===== config.mk =====
export PLATFORM = sky130hd
export DESIGN_NAME = dfu_sys_feeder
export DESIGN_NICKNAME = d
export VERILOG_FILES = /design/src/rtl/dfu_sys_feeder.sv
export SDC_FILE = /design/constraint.sdc
export NUM_CORES = 1
export LEC_CHECK = 0
export CORE_MARGIN = 1.5
export CORE_UTILIZATION = 45
export DETAILED_ROUTE_END_ITERATION = 16
export PLACE_DENSITY_LB_ADDON = 0.2
export SLEW_MARGIN = 20
export SYNTH_ARGS = -nofsm -noshare
export SYNTH_HDL_FRONTEND = slang
export SYNTH_SLANG_ARGS = --single-unit

===== constraint.sdc =====
create_clock -name clk -period 6.2 [get_ports clk]
set_input_delay 0.62 -clock clk [delete_from_list [all_inputs] [get_ports clk]]
set_output_delay 0.62 -clock clk [all_outputs]
set_load 0.01 [all_outputs]

===== src/rtl/dfu_sys_feeder.sv =====
// Feeds matrices A and B into the systolic array with a per-row/per-column diagonal skew.
// After the last beat it waits out a drain window, then pulses done.
module dfu_sys_feeder #(
  parameter int ROW   = 8,
  parameter int COL   = 8,
  parameter int K     = 8,
  parameter int ES    = 8,
  parameter int DRAIN = 16,
  localparam int MX   = (ROW > COL) ? ROW : COL,
  localparam int IW   = (MX > 1) ? $clog2(MX) : 1,
  localparam int KW   = (K > 1) ? $clog2(K) : 1
) (
  input  logic              clk,
  input  logic              rst,
  input  logic              wr_en,
  input  logic              wr_sel,
  input  logic [IW-1:0]     wr_i,
  input  logic [KW-1:0]     wr_k,
  input  logic [ES-1:0]     wr_data,
  output logic              wr_err,
  input  logic              start,
  output logic              busy,
  output logic              done,
  output logic [ROW-1:0]    dfu2sys_a_data_in_vld,
  output logic [ROW*ES-1:0] dfu2sys_a_data_in,
  output logic [COL-1:0]    dfu2sys_b_data_in_vld,
  output logic [COL*ES-1:0] dfu2sys_b_data_in
);

  localparam int S  = K + MX - 1;
  localparam int TW = (S > 1) ? $clog2(S) : 1;
  localparam int DW = (DRAIN > 1) ? $clog2(DRAIN) : 1;
  localparam int AW = (ROW > 1) ? $clog2(ROW) : 1;
  localparam int CW = (COL > 1) ? $clog2(COL) : 1;

  typedef enum logic [1:0] {ST_IDLE, ST_STREAM, ST_DRAIN} state_t;

  state_t        state, state_nx;
  logic [TW-1:0] t, t_nx;
  logic [DW-1:0] d, d_nx;

  // b_mem is stored column-major: b_mem[c][k] holds B[k][c]
  logic [ES-1:0] a_mem [ROW][K];
  logic [ES-1:0] b_mem [COL][K];

  logic              wr_ok;
  logic              load;
  logic [TW-1:0]     beat;
  logic [ROW-1:0]    a_vld_nx;
  logic [ROW*ES-1:0] a_data_nx;
  logic [COL-1:0]    b_vld_nx;
  logic [COL*ES-1:0] b_data_nx;

  logic              wr_err_p0;
  logic [ROW-1:0]    a_vld_p0;
  logic [ROW*ES-1:0] a_data_p0;
  logic [COL-1:0]    b_vld_p0;
  logic [COL*ES-1:0] b_data_p0;

  assign wr_ok = wr_en && (state == ST_IDLE) && (int'(wr_k) < K) &&
                 (wr_sel ? (int'(wr_i) < COL) : (int'(wr_i) < ROW));

  always_ff @(posedge clk) begin
    if (wr_ok) begin
      if (!wr_sel) a_mem[wr_i[AW-1:0]][wr_k] <= wr_data;
      else         b_mem[wr_i[CW-1:0]][wr_k] <= wr_data;
    end
  end

  always_ff @(posedge clk) begin
    if (rst) begin
      state <= ST_IDLE;
      t     <= '0;
      d     <= '0;
    end else begin
      state <= state_nx;
      t     <= t_nx;
      d     <= d_nx;
    end
  end

  always_comb begin
    state_nx = state;
    t_nx     = t;
    d_nx     = d;
    case (state)
      ST_IDLE: if (start) begin
        state_nx = ST_STREAM;
        t_nx     = '0;
      end
      ST_STREAM: if (t == TW'(S - 1)) begin
        state_nx = ST_DRAIN;
        d_nx     = '0;
      end else begin
        t_nx = t + TW'(1);
      end
      ST_DRAIN: if (d == DW'(DRAIN - 1)) state_nx = ST_IDLE;
                else d_nx = d + DW'(1);
      default: state_nx = ST_IDLE;
    endcase
  end

  // The output register holds the beat t currently counted, so the next beat is computed one ahead.
  assign load = ((state == ST_IDLE) && start) || ((state == ST_STREAM) && (t != TW'(S - 1)));
  assign beat = (state == ST_IDLE) ? '0 : t + TW'(1);

  // A write coinciding with start is forwarded so the first beats see the new element.
  always_comb begin
    a_vld_nx  = '0;
    a_data_nx = '0;
    b_vld_nx  = '0;
    b_data_nx = '0;
    for (int r = 0; r < ROW; r++) begin
      if (load && (int'(beat) >= r) && (int'(beat) - r < K)) begin
        a_vld_nx[r] = 1'b1;
        if (wr_ok && !wr_sel && int'(wr_i) == r && int'(wr_k) == int'(beat) - r)
          a_data_nx[r*ES +: ES] = wr_data;
        else
          a_data_nx[r*ES +: ES] = a_mem[r][KW'(int'(beat) - r)];
      end
    end
    for (int c = 0; c < COL; c++) begin
      if (load && (int'(beat) >= c) && (int'(beat) - c < K)) begin
        b_vld_nx[c] = 1'b1;
        if (wr_ok && wr_sel && int'(wr_i) == c && int'(wr_k) == int'(beat) - c)
          b_data_nx[c*ES +: ES] = wr_data;
        else
          b_data_nx[c*ES +: ES] = b_mem[c][KW'(int'(beat) - c)];
      end
    end
  end

  // Stage p0: registered stream beat and write-error flag
  always_ff @(posedge clk) begin
    if (rst) begin
      wr_err_p0 <= 1'b0;
      a_vld_p0  <= '0;
      a_data_p0 <= '0;
      b_vld_p0  <= '0;
      b_data_p0 <= '0;
    end else begin
      wr_err_p0 <= wr_en && !wr_ok;
      a_vld_p0  <= a_vld_nx;
      a_data_p0 <= a_data_nx;
      b_vld_p0  <= b_vld_nx;
      b_data_p0 <= b_data_nx;
    end
  end

  assign wr_err                = wr_err_p0;
  assign busy                  = (state != ST_IDLE);
  assign done                  = (state == ST_DRAIN) && (d == DW'(DRAIN - 1));
  assign dfu2sys_a_data_in_vld = a_vld_p0;
  assign dfu2sys_a_data_in     = a_data_p0;
  assign dfu2sys_b_data_in_vld = b_vld_p0;
  assign dfu2sys_b_data_in     = b_data_p0;

endmodule


After elaboration in Yosys (flattened, before gate mapping):

Memories as Yosys holds them, arrays and structs flattened.
Index checks and enable logic that the tools add are counted.

* magnitude comparators: 25
* bitwise gates (word level): 17
* reduce and logical (&&, ||, !) cells: 74
* add/sub/neg operators: 9
* muxes and demuxes: 91
* equal/unequal tests: 25

Operator list (number)
* $mux 8: 49
* $bmux 8 s3: 16
* $eq 4x32->1: 7
* $lt 32x5->1 const B: 7
* $mux 64: 2
* $logic_and 1x1->1: 55
* $ge 3x4->1 const B: 8
* $demux 8 s3: 1
* $not 3->3: 8
* $mux 4: 5
* $sub 4x3->5 const B: 4
* $ge 4x3->1 const B: 4
* $pmux 4 s2: 2
* $reduce_or 2->1: 8
* $eq 3x3->1 const B: 4
* $mux 1: 12
* $ne 2x2->1 const B: 5
* $sub 4x2->5 const B: 2
* $reduce_and 3->1: 3
* $add 4x1->4 const B: 2
* $eq 4x4->1 const B: 2
* $ge 4x2->1 const B: 2
* $not 1->1: 8
* $eq 3x2->1 const B: 2
* other kinds (18): 23

* bits of input ports: 19
* word-level logic and storage cells: 264
* memories kept: 2
* flip-flop bits (word level): 147
* output and inout bits: 147
* RAM bits: 1024

Memories
* a_mem: depth 8, width 64, rd ports 8, clocked after memory_dff 0, write ports 1, RTL line 43 `logic [ES-1:0] a_mem [ROW][K];`
* b_mem: depth 8, width 64, rd ports 8, clocked after memory_dff 0, write ports 1, RTL line 44 `logic [ES-1:0] b_mem [COL][K];`

Longest topological paths before layout:

Gate-level depths: netlist (run 1).

* depth in word-level cells: 8
* depth in mapped cells: 17
* depth with buffers taken out: 11

Worst setup path after synthesis (run 1):

Ideal clock, no wire load.

* kind: register to register
* start point: reg t[0]
* end point: reg a_data_p0[40] (netlist: dfu2sys_a_data_in[40])
* stages on the path, launching flop included: 18
* library setup time: 0.086 ns
* path buffers: 6
* path slack: 3.001 ns
* required time: 6.114 ns
* arrival: 3.114 ns
* path through: dfxtp_1 buf_2 inv_1 ha_1 o21ba_2 buf_4 inv_2 nor2_1 inv_2 buf_2 buf_2 ha_1 o311ai_1 o21ai_1 a311o_1 buf_2 buf_2 a211oi_1

* word-level cells in the longest chain between the ends: 8

RTL lines
* start: declaration: RTL line 39 `logic [TW-1:0] t, t_nx;`
* start signal: assignment: RTL line 77 `t <= t_nx;`
* parallel branches: the longest is 8 deep, another holds $lt 32x5->1
* end signal: assignment: RTL line 144 `a_data_p0 <= a_data_nx;`
* end: declaration: RTL line 56 `logic [ROW*ES-1:0] a_data_p0;`

Several ways; the timed one is not identified. The select of a mux whose other input is x is not followed.
A chain may end at the register's enable or synchronous reset.

Worst setup path after layout (run 1):

* start point: reg t[0]
* end point: reg b_data_p0[11] (netlist: dfu2sys_b_data_in[11])

* word-level cells in the longest chain between the ends: 8

RTL lines
* parallel branches: the longest is 8 deep, another holds $lt 32x5->1
* end signal: assignment: RTL line 146 `b_data_p0 <= b_data_nx;`
* end: declaration: RTL line 58 `logic [COL*ES-1:0] b_data_p0;`

Several ways; the timed one is not identified. The select of a mux whose other input is x is not followed.

==> results of run 1 <==
state kept, by name, summed over array words and instances, names as in the netlist:
register / cells
a_mem: 512
b_mem: 512
d: 4
dfu2sys_a_data_in: 64
dfu2sys_b_data_in: 64
dfu2sys_b_data_in_vld: 8
state: 2
t: 4
wr_err: 1
cell usage in the layout, fill, tap and decap left out, types with 15 or more instances in the layout:
| master | instances |
|---|---|
| sky130_fd_sc_hd__a21oi_1 | 249 |
| sky130_fd_sc_hd__clkdlybuf4s50_1 | 157 |
| sky130_fd_sc_hd__o211a_1 | 15 |
| sky130_fd_sc_hd__clkbuf_1 | 27 |
| sky130_fd_sc_hd__a22o_1 | 31 |
| sky130_fd_sc_hd__o22ai_1 | 18 |
| sky130_fd_sc_hd__nand2_1 | 500 |
| sky130_fd_sc_hd__a221oi_1 | 65 |
| sky130_fd_sc_hd__nor2_1 | 206 |
| sky130_fd_sc_hd__edfxtp_1 | 1024 |
| sky130_fd_sc_hd__clkbuf_16 | 117 |
| sky130_fd_sc_hd__dfxtp_1 | 147 |
| sky130_fd_sc_hd__clkinv_1 | 18 |
| sky130_fd_sc_hd__clkbuf_8 | 24 |
| sky130_fd_sc_hd__buf_4 | 42 |
| sky130_fd_sc_hd__a211oi_1 | 51 |
| sky130_fd_sc_hd__mux4_2 | 71 |
| sky130_fd_sc_hd__mux2i_1 | 44 |
| sky130_fd_sc_hd__clkinv_2 | 19 |
| sky130_fd_sc_hd__nor4_1 | 37 |
| sky130_fd_sc_hd__nor3_1 | 56 |
| sky130_fd_sc_hd__nand3_1 | 28 |
worst min-delay path, delay by kind of cell (launching register included):
kind            cells  cell delay (ps)
simple gates        1               60
compound gates      1               50
flops               1              330
layer usage:
layer | track usage | wire length (microns) | up-vias
met1 | 0.296 | 45700 | 12649
met5 | 0 | 34 | -
met4 | 0.0777 | 3650 | 6
met3 | 0.0447 | 7630 | 211
met2 | 0.357 | 52800 | 906
li1 | - | - | 11203
report_power, final:
group	switching [mW]	internal, mW	leakage [nW]
clock	2.94	4.10	1.91
sequential	0.0161	8.59	10.4
combinational	0.600	0.275	4.19
total	3.56	13.0	16.5
kinds of logic (layout without fill, tap and decap cells):
group,Yosys count,count (layout),share of synthesized area
buffers and inverters,197,445,0.0191
AND/OR/NAND/NOR,876,876,0.0838
multiplexers,126,126,0.0494
flip-flops,1171,1171,0.769
adder cells (fa/ha/maj),11,11,0.00314
AO/OA/AOI/OAI,483,483,0.0717
XOR/XNOR,18,18,0.00394
final timing paths:
path,startpoint,end,slack (ps)
worst max-delay path,t[0],dfu2sys_b_data_in[11],980
worst min-delay path,d[1],d[1],490
worst max register to register,t[0],dfu2sys_b_data_in[11],980
worst min register to register,d[1],d[1],490
metrics by stage:
step | hold WS [ps] | utilization | worst slack (ps) | instance area, sq um
2_1_floorplan | 449 | - | 3000 | 43800
3_3_place_gp | 458 | 0.483 | 1300 | 46700
3_5_place_dp | 483 | 0.484 | 1060 | 46700
4_1_cts | 466 | 0.524 | 1050 | 50600
5_1_grt | 478 | 0.524 | 595 | 50600
6_report | 488 | 0.524 | 984 | 50600
layout make-up:
cell class	count	share of cell area
clock inverter	54	0.0109
multi-input combinational	1514	0.186
tap	1276	0.0315
timing repair buffer	202	0.0384
sequential	1171	0.665
clock buffer	168	0.0663
inverter	21	0.00171
==> impl_metrics.prom, run 1 <==
# TYPE chip_impl_metric gauge
chip_impl_metric{name="fp.dieH",unit="microns"} 315
chip_impl_info{name="critical_path.slowest_cell",value="sky130_fd_sc_hd__ha_1"} 1
chip_impl_metric{name="worst-path-stages",unit=""} 9
chip_impl_metric{name="report.final.hold_viol_count",unit=""} 0
chip_impl_metric{name="fillerInstances",unit=""} 7734
chip_impl_info{name="netlist_top_cells_count",value="sky130_fd_sc_hd__edfxtp_1, sky130_fd_sc_hd__nand2_1, sky130_fd_sc_hd__a21oi_1"} 1
chip_impl_metric{name="power_per_cell_area",unit="mW/mm^2"} 326
chip_impl_metric{name="cts_buffers",unit=""} 116
chip_impl_metric{name="cts-root-to-sink-buffers",unit=""} 3
chip_impl_metric{name="slew-limit-headroom",unit=""} 0.238
chip_impl_metric{name="placed_instance_count",unit=""} 4184
chip_impl_metric{name="vias_after_detailed_routing",unit=""} 24975
chip_impl_metric{name="detailed_router_iteration_count_before_antenna_repair",unit=""} 5
chip_impl_metric{name="postSynthAreaPerCell",unit="sq um"} 15.2
chip_impl_info{name="status",value="finished clean"} 1
chip_impl_metric{name="min_period_over_period",unit=""} 0.841
chip_impl_metric{name="ratio_of_cells_with_drive_above_1_in_the_final_layout",unit=""} 0.110
chip_impl_info{name="critical_path.endpoint_type",value="register"} 1
chip_impl_info{name="synth_flop_cell",value="sky130_fd_sc_hd__edfxtp_1"} 1
chip_impl_metric{name="maxCapViolCount",unit=""} 0
chip_impl_metric{name="nNetsFinal",unit=""} 3056
chip_impl_metric{name="insertion_delay",unit="ps"} 700
chip_impl_metric{name="tightestPinTransition",unit="ps"} 1110
chip_impl_metric{name="route.detailed.vias_per_inst",unit=""} 5.67
chip_impl_metric{name="cts_setup_buffers",unit=""} 0
chip_impl_metric{name="synthesis.instances",unit=""} 2882
chip_impl_metric{name="timing.critical_path.required",unit="ps"} 6790
chip_impl_metric{name="first_global_vias",unit=""} 25286
chip_impl_metric{name="initial_core_util",unit=""} 0.454
chip_impl_metric{name="synthesis.yosys.warnings",unit=""} 0
chip_impl_metric{name="non_filler_instance_count_after_layout",unit=""} 4406
chip_impl_metric{name="synth_enable_flop_cells",unit=""} 1024
chip_impl_info{name="ws_path_type",value="reg -> reg"} 1
chip_impl_metric{name="finalWorstPathRequiredPeriod",unit="ps"} 5220
chip_impl_metric{name="pin_count",unit=""} 166
chip_impl_info{name="synth_top_cell_by_area",value="sky130_fd_sc_hd__edfxtp_1"} 1
chip_impl_info{name="synth.most_common_cell",value="sky130_fd_sc_hd__edfxtp_1"} 1
chip_impl_metric{name="post_cts_resize_count",unit=""} 0
chip_impl_metric{name="drt_iter0_drc",unit=""} 2375
chip_impl_metric{name="timing.final.setup_violations",unit=""} 0
chip_impl_metric{name="grt-ovfl-total",unit=""} 0
chip_impl_metric{name="fmax",unit="GHz"} 0.192
chip_impl_metric{name="io_buffers",unit=""} 165
chip_impl_metric{name="clock_skew",unit="ps"} 19.5
chip_impl_metric{name="num_antenna_cells",unit=""} 0
chip_impl_metric{name="synth_area",unit="sq mm"} 0.0438
chip_impl_metric{name="dp_hpwl",unit="mm"} 63.0
chip_impl_metric{name="grt_pass1_wl",unit="mm"} 162
chip_impl_info{name="timing.critical_path.max_delay_family",value="compound AO/OA/AOI/OAI gates"} 1
chip_impl_metric{name="routabilityCongestion",unit=""} 0.820
chip_impl_info{name="cell_by_cell_listing_of_the_critical_path",value="inv_1 > ha_1 > clkinv_1 > nor2_4 > buf_4 > o21ai_0 > o21ai_0 > o2111ai_2 > a211oi_1"} 1
chip_impl_metric{name="worst-path-max-fanout",unit=""} 49
chip_impl_metric{name="power.leakage",unit="nW"} 16.5
chip_impl_metric{name="postRouteAntennaNets",unit=""} 0
chip_impl_metric{name="post_synth_num_cell_types",unit=""} 67
chip_impl_metric{name="timing.critical_path.buf_inv",unit=""} 3
chip_impl_metric{name="placeableCoreArea",unit="sq mm"} 0.0966
chip_impl_metric{name="area_occupied_by_multi_input_gates",unit="sq mm"} 0.00940
chip_impl_metric{name="horizontal_die_dimension",unit="microns"} 315
chip_impl_metric{name="synthToLayoutAreaGrowth",unit="%"} 15.6
chip_impl_metric{name="arrival",unit="ps"} 5800
chip_impl_metric{name="worst-r2r-cell-count",unit=""} 9
chip_impl_metric{name="peakVddDrop",unit="V"} 0.000220
chip_impl_metric{name="antenna_found_initial",unit=""} 3
chip_impl_metric{name="grt_max_degree",unit=""} 133
chip_impl_info{name="crit_path_frequent_cell",value="sky130_fd_sc_hd__o21ai_0"} 1
chip_impl_info{name="tritoncts",value="built"} 1
chip_impl_metric{name="synth.ff_latch_count",unit=""} 1171
chip_impl_metric{name="syn-num-nets",unit=""} 2912
chip_impl_metric{name="overall_die_area",unit="sq mm"} 0.0993
chip_impl_metric{name="wirelength",unit="mm"} 110
chip_impl_info{name="rsz_0062_raised_after_global_routing",value="no"} 1
chip_impl_metric{name="setup-tns-final",unit="ps"} 0
chip_impl_metric{name="postCtsHoldBufs",unit=""} 0
chip_impl_info{name="clock_tree.root_cell",value="sky130_fd_sc_hd__clkbuf_16"} 1
chip_impl_metric{name="synth_seq_area_share",unit=""} 0.769
chip_impl_info{name="cp-start-kind",value="register"} 1
chip_impl_metric{name="cts.htree.levels",unit=""} 3
chip_impl_metric{name="layout.area.seq",unit="sq mm"} 0.0337
chip_impl_metric{name="clk_transition_reported_paths",unit="ps"} 60
chip_impl_metric{name="max_stage_delay",unit="ps"} 890
chip_impl_metric{name="detail_route.drc_violations",unit=""} 0
chip_impl_metric{name="hold_path_depth",unit=""} 2
chip_impl_metric{name="netlist.area_leader.share",unit=""} 0.702
chip_impl_info{name="worst_hold_path_type",value="reg -> reg"} 1
chip_impl_info{name="ys_top_cells_by_area",value="sky130_fd_sc_hd__edfxtp_1, sky130_fd_sc_hd__dfxtp_1, sky130_fd_sc_hd__nand2_1"} 1
chip_impl_metric{name="post_drt_wl_per_cell",unit="microns"} 24.9
chip_impl_metric{name="p_total",unit="mW"} 16.5
chip_impl_metric{name="floorplan.rows",unit=""} 114
chip_impl_metric{name="report.final.slew_viol_count",unit=""} 0
chip_impl_metric{name="ys_async_sr_fraction",unit=""} 0
chip_impl_metric{name="globalRouteTotalUtil",unit=""} 0.220
chip_impl_metric{name="clock_sinks",unit=""} 1171
Note: power is estimated with default switching activity, not from simulation.
==> run 2: changes to the inputs <==
clock period = 5.1 ns   (was 6.2 ns; I/O delays follow)
==> run 2 against run 1 <==
Sequential power grew 22%. Via count grew 0.83%. Critical endpoint is now dfu2sys_a_data_in[52]. Register-to-register slack lost 95 ps. Largest cell class unchanged. Worst hold slack lost 290 ps. First-iteration DRC count grew 14%. Clock skew grew 8.1 ps. Critical path depth grew 3.
==> impl_metrics.prom, run 2 (synthesis gave the netlist of run 1 again) <==
# TYPE chip_impl_metric gauge
chip_impl_info{name="status",value="finished clean"} 1
chip_impl_info{name="timing.critical_path.max_delay_family",value="buffers and inverters"} 1
chip_impl_metric{name="clock_skew",unit="ps"} 27.6
chip_impl_info{name="setup.worst_path.start",value="t[0]"} 1
chip_impl_metric{name="cts.htree.levels",unit=""} 3
chip_impl_metric{name="io_buffers",unit=""} 165
chip_impl_metric{name="nNetsFinal",unit=""} 3066
chip_impl_metric{name="floorplan.rows",unit=""} 114
chip_impl_metric{name="ratio_of_cells_with_drive_above_1_in_the_final_layout",unit=""} 0.113
chip_impl_metric{name="report.final.hold_viol_count",unit=""} 0
chip_impl_metric{name="timing.critical_path.required",unit="ps"} 5700
chip_impl_metric{name="worst-r2r-cell-count",unit=""} 12
chip_impl_metric{name="clock_sinks",unit=""} 1171
chip_impl_metric{name="regToRegSetupSlack",unit="ps"} 890
chip_impl_metric{name="synthToLayoutAreaGrowth",unit="%"} 16.2
chip_impl_metric{name="area_occupied_by_multi_input_gates",unit="sq mm"} 0.00941
chip_impl_metric{name="maxCapViolCount",unit=""} 0
chip_impl_metric{name="arrival",unit="ps"} 4820
chip_impl_info{name="timing.rr.start",value="t[0]"} 1
chip_impl_metric{name="finalWorstPathRequiredPeriod",unit="ps"} 4210
chip_impl_metric{name="setup-tns-final",unit="ps"} 0
chip_impl_metric{name="insertion_delay",unit="ps"} 710
chip_impl_metric{name="report.final.slew_viol_count",unit=""} 0
chip_impl_metric{name="hold_path_depth",unit=""} 1
chip_impl_metric{name="globalRouteTotalUtil",unit=""} 0.221
chip_impl_metric{name="postRouteAntennaNets",unit=""} 0
chip_impl_metric{name="placeableCoreArea",unit="sq mm"} 0.0966
chip_impl_metric{name="tightest_hold_margin",unit="ps"} 194
chip_impl_metric{name="min_period_over_period",unit=""} 0.826
chip_impl_info{name="critical_path.slowest_cell",value="sky130_fd_sc_hd__nand3_1"} 1
chip_impl_metric{name="postCtsHoldBufs",unit=""} 0
chip_impl_metric{name="peakVddDrop",unit="V"} 0.000271
chip_impl_metric{name="fp.dieH",unit="microns"} 315
chip_impl_metric{name="max_stage_delay",unit="ps"} 610
chip_impl_metric{name="cts_buffers",unit=""} 116
chip_impl_metric{name="initial_core_util",unit=""} 0.454
chip_impl_metric{name="worst-path-max-fanout",unit=""} 26
chip_impl_metric{name="post_drt_wl_per_cell",unit="microns"} 24.9
chip_impl_metric{name="fillerInstances",unit=""} 7742
chip_impl_metric{name="wirelength",unit="mm"} 110
chip_impl_metric{name="vias_after_detailed_routing",unit=""} 25182
chip_impl_metric{name="overall_die_area",unit="sq mm"} 0.0993
chip_impl_info{name="rsz_0062_raised_after_global_routing",value="no"} 1
chip_impl_metric{name="grt-ovfl-total",unit=""} 0
chip_impl_metric{name="timing.critical_path.buf_inv",unit=""} 5
chip_impl_metric{name="route.detailed.vias_per_inst",unit=""} 5.70
chip_impl_info{name="crit_path_end",value="dfu2sys_a_data_in[52]"} 1
chip_impl_metric{name="tightestPinTransition",unit="ps"} 1100
chip_impl_metric{name="fmax",unit="GHz"} 0.237
chip_impl_metric{name="grt_pass1_wl",unit="mm"} 162
chip_impl_metric{name="slew-limit-headroom",unit=""} 0.267
chip_impl_metric{name="pin_count",unit=""} 166
chip_impl_info{name="critical_path.reg2reg.endpoint",value="dfu2sys_a_data_in[52]"} 1
chip_impl_metric{name="first_global_vias",unit=""} 25012
chip_impl_metric{name="final_critical_path_setup_slack",unit="ps"} 889
chip_impl_metric{name="power_per_cell_area",unit="mW/mm^2"} 403
chip_impl_metric{name="drt_iter0_drc",unit=""} 2712
chip_impl_metric{name="routabilityCongestion",unit=""} 0.798
chip_impl_info{name="tritoncts",value="built"} 1
chip_impl_metric{name="detail_route.drc_violations",unit=""} 0
chip_impl_info{name="cp-start-kind",value="register"} 1
chip_impl_metric{name="detailed_router_iteration_count_before_antenna_repair",unit=""} 5
chip_impl_metric{name="layout.area.seq",unit="sq mm"} 0.0337
chip_impl_metric{name="cts_setup_buffers",unit=""} 0
chip_impl_metric{name="pre_cts_slack",unit="ps"} 922
chip_impl_metric{name="dp_hpwl",unit="mm"} 63.5
chip_impl_metric{name="cts-root-to-sink-buffers",unit=""} 3
chip_impl_metric{name="horizontal_die_dimension",unit="microns"} 315
chip_impl_info{name="ws_path_type",value="reg -> reg"} 1
chip_impl_info{name="cell_by_cell_listing_of_the_critical_path",value="inv_1 > ha_1 > o21ba_2 > buf_4 > inv_2 > nor2_1 > buf_4 > inv_2 > ha_1 > a21o_1 > nand3_1 > a211oi_1"} 1
chip_impl_metric{name="clk_transition_reported_paths",unit="ps"} 60
chip_impl_metric{name="worst-path-stages",unit=""} 12
chip_impl_info{name="critical_path.endpoint_type",value="register"} 1
chip_impl_info{name="mostFrequentLayoutCells",value="sky130_fd_sc_hd__edfxtp_1, sky130_fd_sc_hd__nand2_1, sky130_fd_sc_hd__a21oi_1"} 1
chip_impl_info{name="clock_tree.root_cell",value="sky130_fd_sc_hd__clkbuf_16"} 1
chip_impl_metric{name="power.leakage",unit="nW"} 16.6
chip_impl_metric{name="grt_max_degree",unit=""} 209
chip_impl_info{name="worst_hold_path_type",value="in -> reg"} 1
chip_impl_metric{name="timing.final.setup_violations",unit=""} 0
chip_impl_metric{name="post_cts_resize_count",unit=""} 0
chip_impl_metric{name="antenna_found_initial",unit=""} 4
chip_impl_info{name="layout_commonest_cell",value="sky130_fd_sc_hd__edfxtp_1"} 1
-- run 2: routing by layer --
| layer | wire, microns | vias to the layer above | GRT usage |
|---|---|---|---|
| met1 | 45900 | 12812 | 0.305 |
| li1 | - | 11234 | - |
| met2 | 52700 | 915 | 0.353 |
| met3 | 7690 | 213 | 0.0447 |
| met5 | 55 | - | 0 |
| met4 | 3420 | 8 | 0.0724 |
-- run 2: layout make-up --
class / instances / share of cell area
well taps: 1276 / 0.0314
inverters: 21 / 0.00170
clock inverters: 57 / 0.0160
clock buffers: 162 / 0.0640
diodes: 2 / 0.0000983
flip-flops and latches: 1171 / 0.662
multi-input cells: 1514 / 0.185
repair buffers: 212 / 0.0401
-- run 2: worst reg2reg max path: cells and delay by family, from the launching register on --
| kind | cells | cell delay (ps) |
|---|---|---|
| AO/OA/AOI/OAI | 3 | 820 |
| adder cells (fa/ha/maj) | 2 | 760 |
| buffers and inverters | 5 | 1230 |
| flip-flops | 1 | 570 |
| AND/OR/NAND/NOR | 2 | 740 |
-- run 2: worst min-delay path by stage --
| stage | endpoint | slack (ps) | startpoint |
|---|---|---|---|
| floorplan | d[1] | 450 | d[1] |
| CTS | a_mem[5][19] | 160 | wr_data[3] |
| global route | a_mem[5][19] | 180 | wr_data[3] |
| detailed placement | d[1] | 490 | d[1] |
| finish | a_mem[4][43] | 190 | wr_data[3] |
| global placement | d[1] | 460 | d[1] |
-- run 2: per-stage QoR --
step                       util  instance area, sq um  instances  power [mW]
after detailed placement  0.485                 46800       4194        11.7
after floorplan               -                 43800       2882        11.3
final                     0.527                 50900       4415        20.5
after CTS                 0.527                 50900       4413        20.6
after global placement    0.485                 46800       4193        11.7
after global routing      0.527                 50900       4413        21.1
-- run 2: report_power, final --
| group | switching [mW] | internal, mW | total [mW] |
|---|---|---|---|
| combinational | 0.735 | 0.344 | 1.08 |
| clock | 3.64 | 5.34 | 8.98 |
| sequential | 0.0194 | 10.4 | 10.5 |
